$ cat src/rtl/pe_cfg_pkg.sv
// Shared types and widths for the PE configuration path and its address generator.
// Latency: n/a (types and constants only).
// Backpressure: n/a.
package pe_cfg_pkg;

    localparam int KDIM_W      = 4;   // kernel dimension / stride / padding field width
    localparam int IDIM_W      = 8;   // input feature-map dimension width
    localparam int PDIM_W      = 10;  // padded-coordinate width (H + 2P fits)
    localparam int ADDR_W_DFLT = 16;  // default feature-map address width

    typedef enum logic [1:0] {
        ST_IDLE  = 2'd0,
        ST_SETUP = 2'd1,
        ST_RUN   = 2'd2,
        ST_DONE  = 2'd3
    } state_e;

    // Convolution geometry captured at frame start
    typedef struct packed {
        logic [KDIM_W-1:0] kh;
        logic [KDIM_W-1:0] kw;
        logic [IDIM_W-1:0] h;
        logic [IDIM_W-1:0] w;
        logic [KDIM_W-1:0] s;
        logic [KDIM_W-1:0] p;
    } cfg_t;

endpackage

$ cat src/rtl/pe_loop_cnt.sv
// One level of a nested loop: counts 0, step, 2*step ... while value <= limit, then wraps to 0.
// Latency: value updates the cycle after inc_en; value_nxt/wrap are combinational.
// Backpressure: none; it advances only when the caller asserts inc_en.
module pe_loop_cnt #(
    parameter int CNT_W = 10
) (
    input  logic             clk,
    input  logic             rst_n,
    input  logic             clr,
    input  logic             inc_en,
    input  logic [CNT_W-1:0] step,
    input  logic [CNT_W-1:0] limit,
    output logic [CNT_W-1:0] value,
    output logic [CNT_W-1:0] value_nxt,
    output logic             wrap
);

    logic [CNT_W-1:0] cnt_q, cnt_d;
    logic [CNT_W:0]   sum;

    // One extra bit so value+step cannot alias back under the limit
    assign sum  = {1'b0, cnt_q} + {1'b0, step};
    assign wrap = (sum > {1'b0, limit});

    // Next count: clear dominates, otherwise step or wrap on increment
    always_comb begin
        cnt_d = cnt_q;
        if (clr) begin
            cnt_d = '0;
        end else if (inc_en) begin
            cnt_d = wrap ? '0 : sum[CNT_W-1:0];
        end
    end

    // Count register
    always_ff @(posedge clk or negedge rst_n) begin
        if (!rst_n) begin
            cnt_q <= '0;
        end else begin
            cnt_q <= cnt_d;
        end
    end

    assign value     = cnt_q;
    assign value_nxt = cnt_d;

endmodule

$ cat src/rtl/conv_addr_gen.sv
// Walks output positions and kernel taps, emitting one ifm/weight address beat per tap.
// Latency: start -> first beat 2 cycles; last accepted beat -> done 1 cycle. Optional perf counters: CONV_ADDR_GEN_PERF_EN.
// Backpressure: out_valid/out_ready; payload registered and held while stalled, counters advance only on accept.
module conv_addr_gen
    import pe_cfg_pkg::*;
#(
    parameter int ADDR_W  = ADDR_W_DFLT,
    parameter int WADDR_W = 8
) (
    input  logic               clk,
    input  logic               rst_n,
    input  logic               start,
    input  logic [3:0]         kernel_h,
    input  logic [3:0]         kernel_w,
    input  logic [7:0]         input_h,
    input  logic [7:0]         input_w,
    input  logic [3:0]         stride,
    input  logic [3:0]         padding,
    output logic               done,
    output logic               err,
    output logic               busy,
    output logic               out_valid,
    input  logic               out_ready,
    output logic [ADDR_W-1:0]  ifm_addr,
    output logic [WADDR_W-1:0] wgt_addr,
    output logic               pad,
    output logic [7:0]         out_x,
    output logic [7:0]         out_y,
    output logic               win_last,
    output logic               last
`ifdef CONV_ADDR_GEN_PERF_EN
    ,
    output logic [31:0]        perf_run_cycles,
    output logic [31:0]        perf_stall_cycles
`endif
);

    localparam int LIN_W = PDIM_W + IDIM_W + 1;
    localparam int WLN_W = PDIM_W + KDIM_W + 1;

    state_e state_q, state_d;
    cfg_t   cfg_q, cfg_d, cfg_in, cfg_cur;
    logic   done_q, done_d, err_q, err_d;

    logic [ADDR_W-1:0]  ifm_q, ifm_d;
    logic [WADDR_W-1:0] wgt_q, wgt_d;
    logic               pad_q, pad_d;
    logic [7:0]         out_x_q, out_x_d, out_y_q, out_y_d;

    logic in_setup, in_run, accept, cfg_ok, load;

    logic [PDIM_W-1:0] kh_e, kw_e, h_e, w_e, s_e, p_e, hp, wp;
    logic [PDIM_W-1:0] oy_v, ox_v, ky_v, kx_v;
    logic [PDIM_W-1:0] oy_n, ox_n, ky_n, kx_n;
    logic              oy_wrap, ox_wrap, ky_wrap, kx_wrap;
    logic [PDIM_W-1:0] py, px, iy, ix;
    logic [LIN_W-1:0]  lin;
    logic [WLN_W-1:0]  wlin;
    logic              pad_n;

    assign cfg_in   = {kernel_h, kernel_w, input_h, input_w, stride, padding};
    assign in_setup = (state_q == ST_SETUP);
    assign in_run   = (state_q == ST_RUN);
    assign accept   = in_run && out_ready;

    // During SETUP the live inputs are the geometry; afterwards only the shadow copy is used
    assign cfg_cur = in_setup ? cfg_in : cfg_q;

    assign kh_e = PDIM_W'(cfg_cur.kh);
    assign kw_e = PDIM_W'(cfg_cur.kw);
    assign h_e  = PDIM_W'(cfg_cur.h);
    assign w_e  = PDIM_W'(cfg_cur.w);
    assign s_e  = PDIM_W'(cfg_cur.s);
    assign p_e  = PDIM_W'(cfg_cur.p);
    assign hp   = h_e + (p_e << 1);
    assign wp   = w_e + (p_e << 1);

    assign cfg_ok = (s_e != '0) && (kh_e != '0) && (kw_e != '0) && (kh_e <= hp) && (kw_e <= wp);

    // Loop nest, outermost first: oy origin, ox origin, ky, kx.
    // Origin limits are padded dim minus kernel, so "origin+K <= padded dim" needs no divider.
    pe_loop_cnt #(.CNT_W(PDIM_W)) u_kx (
        .clk(clk), .rst_n(rst_n), .clr(in_setup), .inc_en(accept),
        .step(PDIM_W'(1)), .limit(kw_e - PDIM_W'(1)),
        .value(kx_v), .value_nxt(kx_n), .wrap(kx_wrap)
    );
    pe_loop_cnt #(.CNT_W(PDIM_W)) u_ky (
        .clk(clk), .rst_n(rst_n), .clr(in_setup), .inc_en(accept && kx_wrap),
        .step(PDIM_W'(1)), .limit(kh_e - PDIM_W'(1)),
        .value(ky_v), .value_nxt(ky_n), .wrap(ky_wrap)
    );
    pe_loop_cnt #(.CNT_W(PDIM_W)) u_ox (
        .clk(clk), .rst_n(rst_n), .clr(in_setup), .inc_en(accept && kx_wrap && ky_wrap),
        .step(s_e), .limit(wp - kw_e),
        .value(ox_v), .value_nxt(ox_n), .wrap(ox_wrap)
    );
    pe_loop_cnt #(.CNT_W(PDIM_W)) u_oy (
        .clk(clk), .rst_n(rst_n), .clr(in_setup), .inc_en(accept && kx_wrap && ky_wrap && ox_wrap),
        .step(s_e), .limit(hp - kh_e),
        .value(oy_v), .value_nxt(oy_n), .wrap(oy_wrap)
    );

    // Payload of the beat that will be presented next, from the counters' next values
    always_comb begin
        py    = oy_n + ky_n;
        px    = ox_n + kx_n;
        pad_n = (py < p_e) || (py >= h_e + p_e) || (px < p_e) || (px >= w_e + p_e);
        iy    = py - p_e;
        ix    = px - p_e;
        lin   = LIN_W'(iy) * LIN_W'(w_e) + LIN_W'(ix);
        wlin  = WLN_W'(ky_n) * WLN_W'(kw_e) + WLN_W'(kx_n);
    end

    assign load = in_setup || accept;

    // Payload registers: loaded for the first beat in SETUP, then on each accepted beat
    always_comb begin
        ifm_d   = ifm_q;
        wgt_d   = wgt_q;
        pad_d   = pad_q;
        out_x_d = out_x_q;
        out_y_d = out_y_q;
        if (load) begin
            ifm_d = pad_n ? '0 : ADDR_W'(lin);
            wgt_d = WADDR_W'(wlin);
            pad_d = pad_n;
        end
        if (in_setup) begin
            out_x_d = '0;
            out_y_d = '0;
        end else if (accept && kx_wrap && ky_wrap) begin
            out_x_d = ox_wrap ? 8'd0 : out_x_q + 8'd1;
            if (ox_wrap) begin
                out_y_d = oy_wrap ? 8'd0 : out_y_q + 8'd1;
            end
        end
    end

    // Frame control: IDLE -> SETUP -> RUN/DONE, restart from DONE
    always_comb begin
        state_d = state_q;
        cfg_d   = cfg_q;
        done_d  = done_q;
        err_d   = err_q;
        unique case (state_q)
            ST_IDLE: begin
                if (start) state_d = ST_SETUP;
            end
            ST_SETUP: begin
                cfg_d = cfg_in;
                if (cfg_ok) begin
                    state_d = ST_RUN;
                end else begin
                    state_d = ST_DONE;
                    done_d  = 1'b1;
                    err_d   = 1'b1;
                end
            end
            ST_RUN: begin
                if (accept && last) begin
                    state_d = ST_DONE;
                    done_d  = 1'b1;
                end
            end
            ST_DONE: begin
                if (start) begin
                    state_d = ST_SETUP;
                    done_d  = 1'b0;
                    err_d   = 1'b0;
                end
            end
            default: state_d = ST_IDLE;
        endcase
    end

    // State, shadow config and payload registers
    always_ff @(posedge clk or negedge rst_n) begin
        if (!rst_n) begin
            state_q <= ST_IDLE;
            cfg_q   <= '0;
            done_q  <= 1'b0;
            err_q   <= 1'b0;
            ifm_q   <= '0;
            wgt_q   <= '0;
            pad_q   <= 1'b0;
            out_x_q <= '0;
            out_y_q <= '0;
        end else begin
            state_q <= state_d;
            cfg_q   <= cfg_d;
            done_q  <= done_d;
            err_q   <= err_d;
            ifm_q   <= ifm_d;
            wgt_q   <= wgt_d;
            pad_q   <= pad_d;
            out_x_q <= out_x_d;
            out_y_q <= out_y_d;
        end
    end

    assign done      = done_q;
    assign err       = err_q;
    assign busy      = in_setup || in_run;
    assign out_valid = in_run;
    assign ifm_addr  = ifm_q;
    assign wgt_addr  = wgt_q;
    assign pad       = pad_q;
    assign out_x     = out_x_q;
    assign out_y     = out_y_q;
    // Flags come straight from the held counter state, so they are stable under stall
    assign win_last  = in_run && kx_wrap && ky_wrap;
    assign last      = win_last && ox_wrap && oy_wrap;

`ifdef CONV_ADDR_GEN_PERF_EN
    logic [31:0] run_cyc_q, run_cyc_d, stall_cyc_q, stall_cyc_d;

    // Saturating RUN / stall cycle counters, cleared at frame setup
    always_comb begin
        run_cyc_d   = run_cyc_q;
        stall_cyc_d = stall_cyc_q;
        if (in_setup) begin
            run_cyc_d   = '0;
            stall_cyc_d = '0;
        end else if (in_run) begin
            if (run_cyc_q != '1) run_cyc_d = run_cyc_q + 32'd1;
            if (!out_ready && stall_cyc_q != '1) stall_cyc_d = stall_cyc_q + 32'd1;
        end
    end

    // Perf counter registers
    always_ff @(posedge clk or negedge rst_n) begin
        if (!rst_n) begin
            run_cyc_q   <= '0;
            stall_cyc_q <= '0;
        end else begin
            run_cyc_q   <= run_cyc_d;
            stall_cyc_q <= stall_cyc_d;
        end
    end

    assign perf_run_cycles   = run_cyc_q;
    assign perf_stall_cycles = stall_cyc_q;
`endif

endmodule
$ cat config.mk
export PLATFORM = sky130hd
export DESIGN_NAME = conv_addr_gen
export DESIGN_NICKNAME = d
export VERILOG_FILES = /design/src/rtl/pe_cfg_pkg.sv /design/src/rtl/pe_loop_cnt.sv /design/src/rtl/conv_addr_gen.sv
export SDC_FILE = /design/constraint.sdc
export NUM_CORES = 1
export LEC_CHECK = 0
export ABC_AREA = 1
export CELL_PAD_IN_SITES_DETAIL_PLACEMENT = 1
export CELL_PAD_IN_SITES_GLOBAL_PLACEMENT = 1
export CORE_ASPECT_RATIO = 1.2
export CORE_UTILIZATION = 42
export DETAILED_ROUTE_END_ITERATION = 8
export GPL_TIMING_DRIVEN = 0
export PLACE_DENSITY = 0.87
export SLEW_MARGIN = 40
export SYNTH_ARGS = -nofsm -noshare
export SYNTH_HDL_FRONTEND = slang
export SYNTH_HIERARCHICAL = 1
export SYNTH_SLANG_ARGS = --single-unit
$ cat constraint.sdc
create_clock -name clk -period 11.4 [get_ports clk]
set_clock_uncertainty 0.05 [all_clocks]
set_input_delay 2.28 -clock clk [delete_from_list [all_inputs] [get_ports clk]]
set_output_delay 2.28 -clock clk [all_outputs]
set_load 0.1 [all_outputs]
-- Word level (Yosys, flattened, before mapping)
Cells that the tools add are included.
- flip-flop bits (word level): 117
- input port bits: 36
- output and inout port bits: 47
- logic and storage cells: 118
- $add $sub $neg: 20
- multipliers: 2
- $lt $le $gt $ge: 10
- equality and inequality tests: 7
- multiplexer cells: 30
- reduce and logical (&&, ||, !) cells: 31
- operator list (cell ; number):
    $mux 10 ; 12
    $mux 8 ; 7
    $gt 11x10->1 ; 4
    $mux 32 ; 1
    $reduce_bool 10->1 ; 3
    $add 10x1->11 const B ; 2
    $add 10x4->11 ; 2
    $add 10x10->10 ; 2
    $ge 10x9->1 ; 2
    $lt 10x4->1 ; 2
    $sub 10x4->10 ; 2
    $sub 9x4->10 ; 2
    $add 8x4->9 ; 2
    $add 8x5->9 ; 2
    $le 4x9->1 ; 2
    $add 16x10->16 ; 1
    $add 8x1->8 const B ; 2
    $mul 10x8->16 ; 1
    $mux 16 ; 1
    $logic_and 1x1->1 ; 13
    $mul 10x4->8 ; 1
    $sub 4x1->5 const B ; 2
    $add 8x8->8 ; 1
    $pmux 2 s3 ; 1
    16 further kinds ; 30

-- Logic depth before layout (Yosys ltp)
Gate-level depths: netlist (run 1).
- word-level depth: 15
- gate-level depth with buffers: 70
- depth with buffers taken out: 66

-- By module
The synthesis (run 1) kept the hierarchy.
- by module, submodules not included (module ; instances ; cells an instance ; area each (um^2) ; seq. area each (um^2)):
    conv_addr_gen ; 1 ; 1283 ; 9810.7 ; 1926.8
    pe_loop_cnt ; 4 ; 189 ; 1256.2 ; 250.2

-- Worst setup path after synthesis (run 1)
Ideal clock, no wire load.
- kind: input-to-reg
- from: input padding[1]
- to: register ifm_q[15], in the netlist ifm_addr[15]
- setup time: 0.120 ns
- arrival: 11.871 ns
- slack: -0.640 ns
- stages: 60
- path through: or2_2 > o21ai_0 > inv_1 > fa_1 > xor2_1 > ha_1 > nand3_1 > nand3_1 > nand3b_1 > nor2_1 > xnor2_1 > inv_1 > ha_1 > and3_1 > nand4_1 > nand2_1 > bufbuf_8 > nand2_1 > [... 24 more ...] > fa_1 > inv_1 > fa_1 > inv_1 > ha_1 > nand2_1 > nor3_1 > nand2_1 > nand2_1 > nand2_1 > nand2_1 > nand2_1 > nand2_1 > a21oi_1 > o21bai_1 > nand3_1 > nand3_1 > nand2_1
- RTL lines (element ; RTL line ; RTL):
    start: declaration ; conv_addr_gen.sv:18 ; input logic [3:0] padding,
    end signal: assignment ; conv_addr_gen.sv:193 ; ifm_q <= ifm_d;
    end: declaration ; conv_addr_gen.sv:45 ; logic [ADDR_W-1:0] ifm_q, ifm_d;

==> results of run 1 <==
-- kinds of logic (layout without fill, tap and decap cells) --
family | after synthesis | count (layout) | synth area share
AND/OR/NAND/NOR | 907 | 907 | 0.261
buffers and inverters | 405 | 627 | 0.110
adder cells (fa/ha/maj) | 285 | 285 | 0.283
AO/OA/AOI/OAI | 227 | 227 | 0.0892
flip-flops | 117 | 117 | 0.197
XOR/XNOR | 95 | 95 | 0.0571
other | 2 | 36 | 0.000506
multiplexers | 1 | 1 | 0.000675
-- cells in the mapped netlist (2+ instances only) --
cell	n	area, sq um
bufbuf_8	4	75.1
fa_1	85	1700
nor4_1	2	12.5
o21bai_1	12	90.1
buf_6	5	56.3
o21ai_0	50	250
nor3_1	10	50.1
a21oi_2	16	140
o21ai_1	7	35.0
a211oi_1	3	22.5
ha_1	200	2500
nand3b_1	7	52.6
nor2_2	5	31.3
nand2_2	3	18.8
buf_2	5	25.0
nand2_1	508	1910
nor3b_1	2	15.0
buf_4	4	30.0
o21ai_2	12	105
nor2_1	165	619
clkbuf_1	11	41.3
xor2_2	2	32.5
a31oi_1	2	12.5
clkinv_1	5	18.8
nand4_1	68	425
conb_1	2	7.51
xnor2_1	26	228
buf_1	4	15.0
inv_1	353	1330
or2_2	17	106
or2_1	5	31.3
dfrtp_1	117	2930
xor2_1	67	587
o21a_1	4	30.0
and3_1	5	31.3
nand3_1	105	526
inv_2	14	52.6
a21oi_1	109	546
nand4_2	2	25.0
a21o_1	7	52.6
-- per-stage QoR --
step           utilization  setup slack [ps]  hold WS, ps  setup TNS, ps
2_1_floorplan            -              11.1          415              0
3_3_place_gp         0.472             -1960          420         -15070
3_5_place_dp         0.466             -2330          423         -19000
4_1_cts              0.511              -489          440          -1470
5_1_grt              0.543             -1410          451          -9860
6_report             0.543             -1290          434          -8990
-- what timing repair did --
item                       4_1_cts  5_1_grt
gates resized for setup        123      181
buffers inserted                55       54
setup endpoints to repair       13       11
pin swaps                       59       98
hold buffers                     0        0
-- placed cells by master (no fill, tap or decap), types with 10 or more instances in the layout --
cell	instances
nand2_1	466
inv_1	329
ha_1	165
nor2_1	149
dfrtp_1	117
buf_4	111
nand3_1	95
a21oi_1	88
fa_1	76
nand4_1	68
xor2_1	53
buf_2	49
conb_1	34
o21ai_0	33
a21oi_2	32
inv_2	30
nand2_2	29
ha_4	28
clkdlybuf4s50_1	25
xnor2_1	22
o21ai_2	17
clkbuf_16	17
nand2_4	15
nor2_2	14
buf_6	11
or2_2	10
o21ai_1	10
nand3_2	10
-- layout make-up --
| cell class | count | share of cell area |
|---|---|---|
| Antenna cell | 2 | 0.000264 |
| Inverter | 372 | 0.0757 |
| Timing Repair Buffer | 192 | 0.0781 |
| Clock inverter | 12 | 0.00812 |
| Buffer | 31 | 0.0133 |
| Sequential cell | 117 | 0.154 |
| Tap cell | 462 | 0.0305 |
| Multi-Input combinational cell | 1549 | 0.616 |
| Clock buffer | 20 | 0.0236 |
-- worst min-delay path: cells and delay by family (launching register included) --
kind	cells	cell delay, ps
simple gates	2	120
flops	1	340
-- sequential cells by signal (all words and copies together) (netlist names), 2 cells and up --
name        count
state_q         2
cfg_q          32
u_kx/value     10
ifm_addr       16
u_ox/value     10
out_y           8
wgt_addr        8
u_ky/value     10
u_oy/value     10
out_x           8
-- layer usage --
metal / routed length (microns) / GRT usage
met3: 6140 / 0.0588
met2: 33500 / 0.572
met5: 13 / 0
met4: 7490 / 0.229
met1: 23600 / 0.332
-- worst max-delay path by stage --
stage	startpoint	to	cells after the start
after floorplan	padding[1]	ifm_addr[15]$_DFFE_PN0P_	63
after global placement	padding[2]	ifm_addr[15]$_DFFE_PN0P_	61
after detailed placement	input_w[1]	ifm_addr[15]$_DFFE_PN0P_	65
after CTS	input_w[2]	ifm_addr[15]$_DFFE_PN0P_	63
after global routing	state_q[1]$_DFFE_PN0P_	ifm_addr[15]$_DFFE_PN0P_	67
final	state_q[1]$_DFFE_PN0P_	ifm_addr[15]$_DFFE_PN0P_	65
==> impl_metrics.csv, run 1 <==
group,metric,value,unit
logic_synthesis,ys.warnings.count,6,
hold_path,hold-path-endpoint,"ifm_addr[1]$_DFFE_PN0P_",
sta,tightest_slew,1040,ps
clock_network,cts_buffers,17,
cells_and_area,multi_input_area,11700,sq um
cells_and_area,final_layout_size_suffix_gt1_frac,0.214,
worst_setup_path,cp.required,11710,ps
sta,postLayoutSetupSlackWorst,-1290,ps
route,antenna_left,0,
logic_synthesis,synthDistinctLibCells,49,
hold_path,whs_path_depth,2,
hold_path,holdCritPathClass,"reg -> reg",
worst_setup_path,reg2reg_slack,-1290,ps
sta,setup_viol,10,
die,initial_utilization,0.425,
flow_run,maxCapViolCount,0,
cells_and_area,seq_area,2930,sq um
hold_path,holdCritStartpoint,"ifm_addr[1]$_DFFE_PN0P_",
cells_and_area,fillers,4357,
die,dieHeight,208,microns
worst_setup_path,slowest_stage,"nor2_1",
place,placed_area,16300,sq um
worst_setup_path,path_buf_inv,17,
sta,rsz0062_at_grt,"true",
sta,finalHoldViolations,0,
route,drcViolationCount,0,
cells_and_area,fin_nets,2601,
die,boundaryPins,83,
sta,drv_slew,0,
logic_synthesis,syn_area,14800,sq um
place,dpl.cell_count,2616,
grt,antenna_found_initial,2,
sta,min_period,12690,ps
die,die_width,174,microns
worst_setup_path,r2r_end,"ifm_addr[15]$_DFFE_PN0P_",
run_status,status,"finished, violations left",
logic_synthesis,yosys_register_bits,117,
sta,finalCritPeriodShare,1.11,
logic_synthesis,synth_cells,2039,
grt,grtUsageTotal,0.318,
worst_setup_path,critPathKind,"reg -> reg",
cells_and_area,design_area,19000,sq um
place,routabilityCongestion,0.884,
sta,max_slew_margin,0.305,
logic_synthesis,async_reset_ff_frac,1.00,
clock_network,root_buffer,"clkbuf_16",
worst_setup_path,cp_max_fo,10,
clock_network,cts_max_level,4,
cells_and_area,syn2layout_area_growth,27.8,%
place,dp_hpwl,39500,microns
worst_setup_path,r2r_cells,65,
clock_network,cts_sinks,117,
die,std_cell_rows,75,
route,wl_per_cell,25.7,microns
grt,grt_pass1_vias,17100,
die,design.die.area,36100,sq um
logic_synthesis,syn_area_per_cell,7.28,sq um
sta,max_freq,78.8,MHz
clock_network,cts.clk_slew.worst_paths,90,ps
run_status,violations,"negative setup slack",
clock_network,tritoncts,"built",
worst_setup_path,slowest_delay,610,ps
clock_network,cts_buffer_depth,2,
worst_setup_path,timing.critical_path.mode_cell,"nand2_2",
grt,grt_first_pass_wirelength,89600,microns
logic_synthesis,ys_seq_area_frac,0.197,
worst_setup_path,critical_path_arrival,13000,ps
grt,grt.overflow.total,0,
logic_synthesis,synth_edf_count,0,
worst_setup_path,cpLargestDelayFamily,"adder cells",
route,drt_iter0_markers,1513,
route,vias_per_cell,6.01,
logic_synthesis,ys.flop_type,"dfrtp_1",
clock_network,clk_latency,470,ps
route,dr.pass1.iters,8,
die,core,34900,sq um
worst_setup_path,critPathCaptureType,"flop",
cells_and_area,fin_cells,2757,
worst_setup_path,r2r-start,"state_q[1]$_DFFE_PN0P_",
route,routed_wl,70800,microns
grt,grt_max_degree,69,
worst_setup_path,start_kind,"flop",
route,num_vias,16600,
place,io_buffers,82,
Power of run 1 is not shown: default switching activity piles up to over one toggle a cycle in this logic, so the estimate is an artifact.
==> run 2: changes to the inputs <==
MAX_ROUTING_LAYER = met4   (was unset)
SLEW_MARGIN = 25   (was 40)
==> impl_metrics.csv, run 2 (synthesis results as in run 1) <==
group,metric,value,unit
worst_setup_path,cp_max_fo,5,
clock_network,clk_latency,470,ps
sta,max_slew_margin,0.329,
die,die_width,174,microns
die,initial_utilization,0.425,
grt,antenna_found_initial,4,
grt,grt.overflow.total,0,
cells_and_area,layout_commonest_cell,"nand2_1",
clock_network,cts_max_level,4,
clock_network,root_buffer,"clkbuf_16",
cells_and_area,largest_register_ffs,32,
worst_setup_path,slowest_stage,"fa_1",
worst_setup_path,cp.required,11720,ps
sta,min_period,13870,ps
clock_network,cts_sinks,117,
die,std_cell_rows,75,
worst_setup_path,critPathCaptureType,"flop",
cells_and_area,fin_nets,2621,
run_status,status,"finished, violations left",
sta,max_freq,72.1,MHz
place,dp_hpwl,38500,microns
sta,finalHoldViolations,0,
run_status,violations,"negative setup slack",
grt,grt_max_degree,75,
worst_setup_path,timing.critical_path.mode_cell,"nand2_2",
sta,setup_viol,12,
hold_path,holdCritPathClass,"reg -> reg",
flow_run,maxCapViolCount,0,
sta,finalCritPeriodShare,1.22,
cells_and_area,final_layout_size_suffix_gt1_frac,0.212,
sta,tightest_slew,1010,ps
cells_and_area,syn2layout_area_growth,30.7,%
grt,grtUsageTotal,0.358,
route,drcViolationCount,0,
worst_setup_path,slowest_delay,910,ps
cells_and_area,seq_area,2930,sq um
cells_and_area,top_register,"cfg_q",
grt,grt_pass1_vias,17900,
clock_network,tritoncts,"built",
cells_and_area,multi_input_area,11700,sq um
route,antenna_left,0,
cells_and_area,postLayoutCoreUtil,0.555,
route,num_vias,17200,
sta,postLayoutSetupSlackWorst,-2470,ps
place,routabilityCongestion,0.902,
route,dr.pass1.iters,6,
die,core,34900,sq um
worst_setup_path,path_buf_inv,14,
clock_network,cts.clk_slew.worst_paths,80,ps
grt,grt_first_pass_wirelength,96400,microns
cells_and_area,fillers,4271,
sta,holdWs,446,ps
clock_network,holdBufCountCts,0,
worst_setup_path,critical_path_arrival,14190,ps
clock_network,cts_buffers,17,
route,drt_iter0_markers,1641,
route,vias_per_cell,6.19,
clock_network,cts_buffer_depth,2,
route,routed_wl,78100,microns
die,design.die.area,36100,sq um
cells_and_area,mostFrequentLayoutCells,"449 x nand2_1, 323 x inv_1, 167 x ha_1",
die,boundaryPins,83,
place,io_buffers,82,
worst_setup_path,start_kind,"primary input",
die,dieHeight,208,microns
worst_setup_path,cpLargestDelayFamily,"simple AND/OR/NAND/NOR gates",
sta,drv_slew,0,
worst_setup_path,critPathKind,"in -> reg",
route,wl_per_cell,28.1,microns
sta,rsz0062_at_grt,"true",
run 2: cell types whose count changed in the layout (fill, tap and decap cells not counted), sizes merged:
cell | previous run | this run
clkdlybuf4s50 | 25 | 72
diode | 2 | 4
buf | 181 | 155
clkdlybuf4s15 | 0 | 3
inv | 368 | 371
bufinv | 3 | 2
clkbuf | 29 | 27
clkinvlp | 4 | 3
dlymetal6s2s | 6 | 3
run 2: layout make-up:
class                   instances  area share
diodes                          4    0.000516
plain buffers                  31      0.0134
clock buffers                  19      0.0234
clock inverters                13     0.00749
inverters                     372      0.0740
multi-input cells            1549       0.603
flip-flops and latches        117       0.151
well taps                     462      0.0298
repair buffers                212      0.0975
run 2: what timing repair did:
item | in CTS | in global routing
resized for setup | 199 | 155
cloned | 0 | 0
pin swaps | 101 | 106
endpoints found under the setup margin | 13 | 12
buffers inserted | 84 | 45
run 2: path summary, 6_finish.rpt:
check	from	to	slack, ps	depth (start not counted)
setup / recovery	input_w[2]	ifm_addr[15]$_DFFE_PN0P_	-2470	60
hold / removal	ifm_addr[4]$_DFFE_PN0P_	ifm_addr[4]$_DFFE_PN0P_	450	2
setup reg to reg	state_q[1]$_DFFE_PN0P_	ifm_addr[15]$_DFFE_PN0P_	-2340	63
hold reg to reg	ifm_addr[4]$_DFFE_PN0P_	ifm_addr[4]$_DFFE_PN0P_	450	2
max in group asynchronous	rst_n	out_y[5]$_DFFE_PN0P_	8860	2
min in group asynchronous	rst_n	ifm_addr[5]$_DFFE_PN0P_	1640	1
run 2: worst register-to-register path: cells and delay by family, from the launching register on:
kind	cells	cell delay (ps)
compound gates	5	880
xor+xnor	3	620
fa+ha+maj	9	4310
buf+inv	17	2940
flops	1	420
simple gates	29	4430
run 2: through the flow:
| step | cell area (sq um) | TNS (ps) | setup WS [ps] | std cells |
|---|---|---|---|---|
| 2_1_floorplan | 15100 | 0 | 11.1 | 2071 |
| 6_report | 19400 | -20330 | -2470 | 2779 |
| 3_3_place_gp | 16500 | -15090 | -1950 | 2615 |
| 3_5_place_dp | 16500 | -19690 | -2400 | 2616 |
| 4_1_cts | 18500 | -55.8 | -55.8 | 2732 |
| 5_1_grt | 19400 | -19430 | -2360 | 2779 |
run 2: metal layers:
| layer | GRT usage | up-vias | routed length, microns |
|---|---|---|---|
| li1 | - | 6975 | - |
| met1 | 0.347 | 8180 | 24800 |
| met2 | 0.617 | 1309 | 35400 |
| met3 | 0.0749 | 727 | 8710 |
| met4 | 0.289 | 0 | 9190 |
| met5 | - | - | 0 |
Power of run 2 is left out for the same reason.
==> run 3: changes to the inputs <==
RECOVER_POWER = 100   (was unset)
==> impl_metrics.csv, run 3 (synthesis results as in run 1) <==
group,metric,value,unit
place,dp_hpwl,38500,microns
sta,finalHoldViolations,0,
worst_setup_path,r2r-start,"state_q[1]$_DFFE_PN0P_",
clock_network,cts_max_level,4,
die,initial_utilization,0.425,
route,num_vias,17200,
cells_and_area,mostFrequentLayoutCells,"449 x nand2_1, 323 x inv_1, 167 x ha_1",
cells_and_area,syn2layout_area_growth,30.4,%
sta,rsz0062_at_grt,"true",
clock_network,root_buffer,"clkbuf_16",
flow_run,maxCapViolCount,2,
sta,min_period,13860,ps
worst_setup_path,slowest_delay,920,ps
clock_network,cts.clk_slew.worst_paths,80,ps
clock_network,cts_buffer_depth,2,
place,routabilityCongestion,0.902,
hold_path,hold-path-endpoint,"ifm_addr[0]$_DFFE_PN0P_",
die,die_width,174,microns
die,boundaryPins,83,
clock_network,tritoncts,"built",
worst_setup_path,r2r_cells,64,
worst_setup_path,r2r_end,"ifm_addr[15]$_DFFE_PN0P_",
worst_setup_path,reg2reg_slack,-2340,ps
die,std_cell_rows,75,
sta,holdWs,450,ps
clock_network,cts_buffers,17,
worst_setup_path,critPathCaptureType,"flop",
worst_setup_path,crit_start,"input_w[2]",
sta,setup_viol,12,
route,routed_wl,78000,microns
run_status,violations,"max-capacitance violations, max-slew violations, negative setup slack",
sta,finalCritPeriodShare,1.22,
grt,grt.overflow.total,0,
sta,max_freq,72.2,MHz
die,dieHeight,208,microns
worst_setup_path,timing.critical_path.mode_cell,"nand2_2",
cells_and_area,layout_commonest_cell,"nand2_1",
grt,antenna_found_initial,4,
cells_and_area,final_layout_size_suffix_gt1_frac,0.211,
grt,grtUsageTotal,0.358,
hold_path,whs_path_depth,2,
sta,max_slew_margin,-2.09,
route,vias_per_cell,6.18,
worst_setup_path,critical_path_arrival,14180,ps
worst_setup_path,cp_max_fo,5,
worst_setup_path,slowest_stage,"fa_1",
place,placed_area,16500,sq um
grt,grt_first_pass_wirelength,96400,microns
die,core,34900,sq um
worst_setup_path,critPathKind,"in -> reg",
sta,postLayoutSetupSlackWorst,-2460,ps
place,io_buffers,82,
route,drt_iter0_markers,1723,
grt,grt_max_degree,75,
die,design.die.area,36100,sq um
sta,tightest_slew,4640,ps
cells_and_area,top_register,"cfg_q",
route,dr.pass1.iters,5,
clock_network,clk_latency,480,ps
cells_and_area,design_area,19300,sq um
sta,drv_slew,120,
route,drcViolationCount,0,
grt,grt_pass1_vias,17900,
route,wl_per_cell,28.1,microns
clock_network,cts_sinks,117,
cells_and_area,largest_register_ffs,32,
run_status,status,"finished, violations left",
hold_path,holdCritStartpoint,"ifm_addr[0]$_DFFE_PN0P_",
hold_path,holdCritPathClass,"reg -> reg",
route,antenna_left,0,
cells_and_area,fin_nets,2621,
worst_setup_path,cp.required,11720,ps
worst_setup_path,start_kind,"primary input",
## run 3: final cells by class
cell class | instances | area [sq um]
Buffer | 31 | 259
Clock buffer | 19 | 453
Fill cell | 4275 | 15600
Antenna cell | 4 | 10.0
Inverter | 372 | 1440
Clock inverter | 13 | 145
Multi-Input combinational cell | 1549 | 11700
Sequential cell | 117 | 2930
Timing Repair Buffer | 212 | 1860
Tap cell | 462 | 578
## run 3: worst max-delay path by stage
stage / endpoint
4_1_cts: ifm_addr[15]$_DFFE_PN0P_
6_report: ifm_addr[15]$_DFFE_PN0P_
2_1_floorplan: ifm_addr[15]$_DFFE_PN0P_
3_3_place_gp: ifm_addr[15]$_DFFE_PN0P_
3_5_place_dp: ifm_addr[15]$_DFFE_PN0P_
5_1_grt: ifm_addr[15]$_DFFE_PN0P_
## run 3: what timing repair did
item / in CTS / in global routing
pin swaps: 101 / 106
hold buffers: 0 / 0
hold endpoints to repair: 0 / 0
resized for setup: 199 / 155
endpoints found under the setup margin: 13 / 12
buffers inserted: 84 / 45
## run 3: worst max-delay path: cells and delay by family
family                   cells  cell delay, ps
adder cells (fa/ha/maj)      8            3790
buffers and inverters       15            1680
AO/OA/AOI/OAI                6            1250
XOR/XNOR                     3             620
AND/OR/NAND/NOR             29            4500
## run 3: metal layers
metal / vias to the layer above / routed length, microns / GRT usage
li1: 6968 / - / -
met1: 8219 / 24800 / 0.347
met2: 1256 / 35300 / 0.617
met3: 729 / 8620 / 0.0749
met4: 0 / 9260 / 0.289
met5: - / 0 / -
## run 3: per-stage QoR
| stage | setup WS (ps) | instances | TNS (ps) | util |
|---|---|---|---|---|
| 5_1_grt | -2360 | 2779 | -19430 | 0.554 |
| 3_5_place_dp | -2400 | 2616 | -19690 | 0.473 |
| 4_1_cts | -55.8 | 2732 | -55.8 | 0.529 |
| 2_1_floorplan | 11.1 | 2071 | 0 | - |
| 6_report | -2460 | 2779 | -20270 | 0.554 |
| 3_3_place_gp | -1950 | 2615 | -15090 | 0.472 |
Power of run 3 is left out for the same reason.
